`config.mk`:
```
export PLATFORM = sky130hd
export DESIGN_NAME = btn_scan
export DESIGN_NICKNAME = d
export VERILOG_FILES = /design/src/rtl/btn_scan.sv
export SDC_FILE = /design/constraint.sdc
export NUM_CORES = 1
export LEC_CHECK = 0
export BUFFER_PORTS_ARGS = -buffer_cell sky130_fd_sc_hd__clkbuf_2
export CORE_UTILIZATION = 55
export DETAILED_ROUTE_END_ITERATION = 8
export PLACE_DENSITY = 0.81
export REMOVE_ABC_BUFFERS = 1
export SYNTH_ARGS = -nofsm -noshare
export SYNTH_HDL_FRONTEND = slang
export SYNTH_SLANG_ARGS = --single-unit
```
`constraint.sdc`:
```
create_clock -name clk -period 1.75 [get_ports clk]
set_input_delay 0.35 -clock clk [delete_from_list [all_inputs] [get_ports clk]]
set_output_delay 0.35 -clock clk [all_outputs]
set_load 0.02 [all_outputs]
```
`src/rtl/btn_scan.sv`:
```
// Four-button scanner: synchronizes raw board buttons, debounces each one
// independently, and reports a one-hot debounced vector, per-bit press pulses
// and a 2-bit direction code for each clean single-button press.
module btn_scan #(
  parameter int unsigned DB_CYCLES = 100000,
  parameter int unsigned CNT_W     = 17
) (
  input  logic       clk,
  input  logic       rst_n,
  input  logic [3:0] btn_raw,
  output logic [3:0] btn,
  output logic [3:0] press,
  output logic [1:0] code,
  output logic       valid
);

  // Counter value at which a mismatch has lasted DB_CYCLES consecutive cycles.
  localparam logic [CNT_W-1:0] DbLast = CNT_W'(DB_CYCLES - 1);
  localparam logic [CNT_W-1:0] CntOne = CNT_W'(1);

  // Synchronizer stages.
  logic [3:0] s1_q;
  logic [3:0] s2_q;

  // Debounce state.
  logic [3:0]       db_q;
  logic [3:0]       db_d;
  logic [CNT_W-1:0] cnt_q [4];
  logic [CNT_W-1:0] cnt_d [4];

  // Previous debounced value, used only for rising-edge detection.
  logic [3:0] db_prev_q;

  // Output registers.
  logic [3:0] btn_q;
  logic [3:0] press_q;
  logic [1:0] code_q;
  logic       valid_q;

  // Derived combinational terms.
  logic [3:0] db_rise;
  logic       db_onehot;
  logic [1:0] db_enc;

  // Two-flop synchronizer; btn_raw is asynchronous to clk.
  always_ff @(posedge clk or negedge rst_n) begin
    if (!rst_n) begin
      s1_q <= 4'b0000;
      s2_q <= 4'b0000;
    end else begin
      s1_q <= btn_raw;
      s2_q <= s1_q;
    end
  end

  // Per-bit debounce next state: any agreement restarts the count, so a bounce
  // shorter than DB_CYCLES never reaches the debounced value.
  always_comb begin
    db_d = db_q;
    for (int i = 0; i < 4; i++) begin
      cnt_d[i] = '0;
      if (s2_q[i] != db_q[i]) begin
        if (cnt_q[i] == DbLast) begin
          db_d[i] = s2_q[i];
        end else begin
          cnt_d[i] = cnt_q[i] + CntOne;
        end
      end
    end
  end

  // Debounce state registers; channels are independent.
  always_ff @(posedge clk or negedge rst_n) begin
    if (!rst_n) begin
      db_q      <= 4'b0000;
      db_prev_q <= 4'b0000;
      for (int i = 0; i < 4; i++) begin
        cnt_q[i] <= '0;
      end
    end else begin
      db_q      <= db_d;
      db_prev_q <= db_q;
      for (int i = 0; i < 4; i++) begin
        cnt_q[i] <= cnt_d[i];
      end
    end
  end

  assign db_rise   = db_q & ~db_prev_q;
  assign db_onehot = (db_q != 4'b0000) && ((db_q & (db_q - 4'd1)) == 4'b0000);

  // Direction encoding of the one-hot debounced vector.
  always_comb begin
    db_enc = 2'd0;
    unique case (db_q)
      4'b0001: db_enc = 2'd0;
      4'b0010: db_enc = 2'd1;
      4'b0100: db_enc = 2'd2;
      4'b1000: db_enc = 2'd3;
      default: db_enc = 2'd0;
    endcase
  end

  // Output stage: btn is masked to zero whenever db is not one-hot, and a
  // code update needs both a new press and an unambiguous single button.
  always_ff @(posedge clk or negedge rst_n) begin
    if (!rst_n) begin
      btn_q   <= 4'b0000;
      press_q <= 4'b0000;
      code_q  <= 2'd0;
      valid_q <= 1'b0;
    end else begin
      btn_q   <= db_onehot ? db_q : 4'b0000;
      press_q <= db_rise;
      valid_q <= (db_rise != 4'b0000) && db_onehot;
      if ((db_rise != 4'b0000) && db_onehot) begin
        code_q <= db_enc;
      end
    end
  end

  assign btn   = btn_q;
  assign press = press_q;
  assign code  = code_q;
  assign valid = valid_q;

endmodule

```
==> reports/qor.yml, run 1 <==
synthesis:
  seq_area_frac_synth_pct: 55.7
  synth_cells: 397
  synth_edf_count: 0
  postSynthAreaPerCell_um2: 10.8
  ys_warn_count: 0
  synth_cell_types: 40
  synthArstFlopShare_pct: 100
  synth-seq-cells: 95
  synth_top_flop_cell: "dfrtp_1"
  syn-cell-area_mm2: 0.00427
setup_path:
  crit_slowest_cell: "or4_4"
  cp_data_required_time_ns: 1.99
  path_max_fanout: 3
  path_buf_inv: 0
  crit_path_end_kind: "flip-flop"
  critical-path-top-delay-family: "simple AND/OR/NAND/NOR gates"
  worstPathArrival_ns: 2.14
  cp_cell_sequence: "or4b_1 -> or4_4 -> mux2_4"
  critPathKind: "reg -> reg"
  start_kind: "flip-flop"
  cpPeakStageDelay_ns: 0.57
final_layout:
  area.sequential_mm2: 0.00238
  multi_input_area_mm2: 0.00189
  nets: 469
  nFillCells: 541
  drive_above_1_share_pct: 20.3
  syn2layout_area_growth_pct: 18.5
  diodes: 0
  stdcell_count: 563
  postLayoutCoreUtil_pct: 68.6
floorplan:
  core_mm2: 0.00737
  dieArea_mm2: 0.00812
  rows: 31
  pin_count: 17
  start_util_pct: 57.9
  die_y_um: 90.1
  die_w_um: 90.1
routing:
  vias: 3135
  drc: 0
  drt_iter0_drc: 125
  ant_nets: 0
  routed_wl_um: 8230
  viasPerCell: 5.57
  dr.pass1.iters: 4
  wl_per_cell_um: 14.6
job:
  max-cap-violations: 0
power:
  power_density_mw_per_mm2: 750
  power_switching_w: 0.000846
  comb_power_share_pct: 4.5
  peakVddDrop_uv: 519
  internal-power_w: 0.00295
  pwr-share-clk_pct: 36.1
  netSwitchingFraction_pct: 22.3
  seq_power_share_pct: 59.3
  p_leak_nw: 2.18
cts:
  cts_max_path_buffers: 2
  post-cts-setup-buffer-count: 0
  cts.clk_slew.worst_paths_ns: 0.09
  htreeDepth: 3
  cts_root_buffer: "clkbuf_8"
  cts_tree: "yes"
  cts_buffers: 9
  clk_latency_ns: 0.35
  cts_sinks: 95
placement:
  io_buffers: 16
  dpl.cell_count: 545
  hpwlAfterDp_um: 5810
  place_congestion: 0.891
  pre_cts_slack_ns: -0.138
timing:
  whs_ns: 0.102
  setup_viol: 17
  post-route-period-util_pct: 109
  rsz0062_at_grt: "yes"
  worst_slack_ns: -0.153
  fin_skew_ns: 0.00801
  min_period_ns: 1.90
  fmax_mhz: 526
  hold_violations: 0
  slew_headroom_pct: 68.0
  tightestPinTransition_ns: 0.480
  maxSlewViolCount: 0
global_routing:
  grt_max_degree: 54
  grt_pass1_wl_um: 14600
  first_global_vias: 3126
  grt_overflow: 0
  grt_use_total_pct: 22.4
  antenna_found_initial: 0
worst_hold_path:
  hp-class: "in -> reg"
status:
  violations: "setup timing"
  status: "complete, but fails checks"
==> power by group through the flow <==
stage                     clock [W]  sequential (W)  combinational, W
after floorplan                   0         0.00229         0.0000586
after global placement            0         0.00229          0.000161
after detailed placement          0         0.00230          0.000168
after CTS                   0.00143         0.00225          0.000174
after global routing        0.00154         0.00226          0.000197
final                       0.00137         0.00225          0.000172
==> sequential cells by signal, indices dropped and copies added (netlist names) <==
register,cells
db_prev_q,4
press,4
s1_q,4
valid,1
db_q,4
btn,4
s2_q,4
cnt_q,68
code,2
==> cells in the mapped netlist (all sizes together), types with 2 or more instances <==
cell / n / area, um^2
mux2: 5 / 60.1
nor2: 67 / 251
a21oi: 5 / 25.0
and2: 3 / 18.8
nand4: 18 / 113
o31ai: 2 / 15.0
dfrtp: 95 / 2380
or3b: 2 / 17.5
or4b: 3 / 30.0
nor4bb: 4 / 40.0
xnor2: 40 / 350
nor4b: 7 / 61.3
ha: 4 / 50.1
clkbuf: 5 / 18.8
nand2: 25 / 101
xor2: 21 / 184
or4: 4 / 33.8
nand3: 23 / 115
o41ai: 2 / 17.5
nor4: 14 / 87.6
inv: 7 / 26.3
buf: 5 / 33.8
nor2b: 5 / 31.3
and4: 7 / 61.3
and3: 5 / 32.5
nor3: 11 / 55.1
==> per-stage QoR <==
stage	TNS (ns)	area (um^2)	total power, W
2_1_floorplan	-0.490	4220	0.00235
3_3_place_gp	-1.62	4780	0.00245
3_5_place_dp	-3.59	4780	0.00246
4_1_cts	-1.72	5020	0.00385
5_1_grt	-2.49	5060	0.00399
6_report	-1.69	5060	0.00379
==> area by class of cell <==
| type | count | area share [%] |
|---|---|---|
| timing repair buffer | 60 | 8.95 |
| clock buffer | 10 | 2.52 |
| clock inverter | 6 | 1.21 |
| tap | 99 | 2.45 |
| inverter | 7 | 0.519 |
| sequential | 95 | 47.0 |
| multi-input combinational | 286 | 37.3 |
==> final timing paths <==
kind	from	to	slack, ns	cells past startpoint
worst max-delay path	cnt_q[14]$_DFF_PN0_	db_q[3]$_DFFE_PN0P_	-0.15	3
worst min-delay path	btn_raw[3]	s1_q[3]$_DFF_PN0_	0.10	1
worst max register to register	cnt_q[14]$_DFF_PN0_	db_q[3]$_DFFE_PN0P_	-0.15	3
worst min register to register	s1_q[0]$_DFF_PN0_	s2_q[0]$_DFF_PN0_	0.35	0
max in group asynchronous	rst_n	code[1]$_DFFE_PN0P_	0.97	3
min in group asynchronous	rst_n	cnt_q[30]$_DFF_PN0_	0.52	3
==> layer usage <==
metal	routed length (um)	share of wire [%]	up-vias	track usage, %
met5	0	0	-	0
met4	119	1.4	0	6.59
met3	257	3.1	8	4.99
met2	4130	50	57	37.1
met1	3720	45	1561	29.5
li1	-	-	1509	-
==> cells in the final DEF, fill, tap and decap left out, types with 2 or more instances in the layout <==
master / n
or4b_1: 2
buf_12: 3
clkbuf_8: 9
nor3_1: 10
buf_4: 41
and4_1: 5
a41o_4: 2
ha_1: 4
nor4_1: 12
nor4bb_1: 4
o31ai_1: 2
and2_1: 3
clkbuf_2: 15
or3b_2: 2
nand3_1: 23
nor4b_1: 6
nor2b_1: 5
or4_1: 3
nand4_1: 18
and3_1: 4
a21oi_1: 5
nor2_1: 67
inv_1: 7
dfrtp_1: 95
nand2_1: 24
o41ai_1: 2
xor2_1: 21
clkinv_2: 3
mux2_2: 4
xnor2_1: 40
==> cells by family (layout without fill, tap and decap cells) <==
logic type	Yosys count	after routing	synth area share, %
flops	95	95	55.7
compound gates	12	13	1.90
xor+xnor	61	61	12.5
fa+ha+maj	4	4	1.17
simple gates	202	202	25.3
buf+inv	17	83	1.85
mux	6	6	1.64
==> timing repair <==
| action | 4_1_cts | 5_1_grt |
|---|---|---|
| endpoints found under the setup margin | 34 | 31 |
| cloned | 1 | 0 |
| hold buffers | 1 | 0 |
| pin swaps | 2 | 2 |
| gates resized for setup | 5 | 8 |
| hold endpoints to repair | 94 | 0 |
Power figures use the tool's default switching activity.
==> inputs of run 2 (changes only) <==
- CORE_UTILIZATION: 55 -> 57
- CTS_BUF_LIST: not set -> sky130_fd_sc_hd__clkbuf_8
- PLACE_DENSITY: 0.81 -> 0.83
==> run 2 against run 1 <==
Non-clock buffer count is 1 lower. Clock skew hardly changed. Largest cell class unchanged. The flow finishes with violations (hold timing, setup timing). Largest power group unchanged. Via count is 1.8% lower.
==> reports/qor.yml, run 2 (synthesized netlist as in run 1, its figures left out) <==
status:
  status: "complete, but fails checks"
  violations: "hold timing, setup timing"
power:
  peakVddDrop_uv: 385
  power_density_mw_per_mm2: 762
  p_leak_nw: 2.18
setup_path:
  ff2ff_setup_slack_ns: -0.14
  critPathKind: "reg -> reg"
  critical-path-top-delay-family: "simple AND/OR/NAND/NOR gates"
  worstPathArrival_ns: 2.14
  path_buf_inv: 0
  cp_cell_sequence: "or4b_1 -> or4_4 -> mux2_4"
  start_kind: "flip-flop"
  path_max_fanout: 3
  crit_path_end_kind: "flip-flop"
  crit_slowest_cell: "or4_4"
  cpPeakStageDelay_ns: 0.57
  cp_data_required_time_ns: 2.00
placement:
  hpwlAfterDp_um: 5470
  dpl.cell_count: 541
  place_congestion: 0.896
  io_buffers: 16
  pre_cts_slack_ns: -0.131
final_layout:
  final_cell_mix: "dfrtp_1 (95), nor2_1 (67), buf_4 (42)"
  top_register: "cnt_q"
  final_common_cell: "dfrtp_1"
  largest_register_ffs: 68
  syn2layout_area_growth_pct: 17.8
  postLayoutCoreUtil_pct: 69.4
  drive_above_1_share_pct: 21.0
  stdcell_count: 561
  nets: 467
  diodes: 0
timing:
  rsz0062_at_grt: "yes"
  tightestPinTransition_ns: 0.498
  hold_violations: 2
  slew_headroom_pct: 66.8
  post-route-period-util_pct: 108
  min_period_ns: 1.89
  whs_ns: -0.00619
  fin_skew_ns: 0.00835
  fmax_mhz: 530
  worst_slack_ns: -0.136
  maxSlewViolCount: 0
  setup_viol: 17
cts:
  cts_sinks: 95
  cts_tree: "yes"
  cts_hold_buf: 0
  cts_root_buffer: "clkbuf_8"
  cts.clk_slew.worst_paths_ns: 0.09
  cts_buffers: 9
  cts_max_path_buffers: 2
  htreeDepth: 3
  clk_latency_ns: 0.35
global_routing:
  antenna_found_initial: 0
  grt_max_degree: 96
  grt_overflow: 0
  grt_pass1_wl_um: 13400
  grt_use_total_pct: 22.8
  first_global_vias: 2978
floorplan:
  core_mm2: 0.00725
  die_y_um: 88.6
  dieArea_mm2: 0.00784
  die_w_um: 88.6
  rows: 31
  start_util_pct: 58.9
  pin_count: 17
routing:
  routed_wl_um: 8040
  drc: 0
  vias: 3079
  drt_iter0_drc: 141
  viasPerCell: 5.49
  wl_per_cell_um: 14.3
  ant_nets: 0
  dr.pass1.iters: 6
job:
  max-cap-violations: 0
worst_hold_path:
  hp-class: "in -> async"
[run 2: stage by stage]
step                instance area [um^2]  power [W]  hold slack [ns]  TNS [ns]
detailed placement                  4740    0.00245            0.338     -3.02
CTS                                 4970    0.00388           0.0395     -1.71
global placement                    4740    0.00244            0.335     -1.75
global route                        5030    0.00400           0.0349     -2.50
finish                              5030    0.00383         -0.00619     -1.69
floorplan                           4220    0.00235           0.0544    -0.490
[run 2: where the power goes]
group | switching, W | internal (W) | leakage [nW]
clock | 0.000729 | 0.000695 | 0.107
combinational | 0.0000988 | 0.0000590 | 0.771
sequential | 0.0000281 | 0.00222 | 1.30
[run 2: final cells by class]
| class | count | area [um^2] |
|---|---|---|
| flip-flops and latches | 95 | 2380 |
| fillers | 525 | 2220 |
| multi-input cells | 285 | 1880 |
| repair buffers | 59 | 430 |
| clock buffers | 10 | 138 |
| well taps | 99 | 124 |
| clock inverters | 6 | 61.3 |
| inverters | 7 | 26.3 |
[run 2: worst paths after layout]
| check | startpoint | endpoint | depth (start not counted) |
|---|---|---|---|
| worst max-delay path | cnt_q[14]$_DFF_PN0_ | db_q[3]$_DFFE_PN0P_ | 3 |
| worst min-delay path | rst_n | cnt_q[67]$_DFF_PN0_ | 2 |
| worst max register to register | cnt_q[14]$_DFF_PN0_ | db_q[3]$_DFFE_PN0P_ | 3 |
| worst min register to register | s1_q[0]$_DFF_PN0_ | s2_q[0]$_DFF_PN0_ | 0 |
| max in group asynchronous | rst_n | cnt_q[44]$_DFF_PN0_ | 2 |
| min in group clk | btn_raw[3] | s1_q[3]$_DFF_PN0_ | 1 |
[run 2: worst reg2reg max path, stage by stage, from the launching register on]
cell and delay, ns:
dfrtp_1 0.38, or4b_1 0.52, or4_4 0.57, mux2_4 0.31
[run 2: what timing repair did]
| action | CTS | global route |
|---|---|---|
| hold endpoints to repair | 0 | 0 |
| resized for setup | 1 | 12 |
| gates cloned | 0 | 0 |
| endpoints found under the setup margin | 34 | 40 |
| setup buffers | 3 | 1 |
| pin swaps | 3 | 4 |
[run 2: routing by layer]
metal	global-route usage, %	share of wire (%)
met1	30.1	46
met3	4.94	2.5
met5	0	0
met2	36.9	49
met4	8.80	1.8
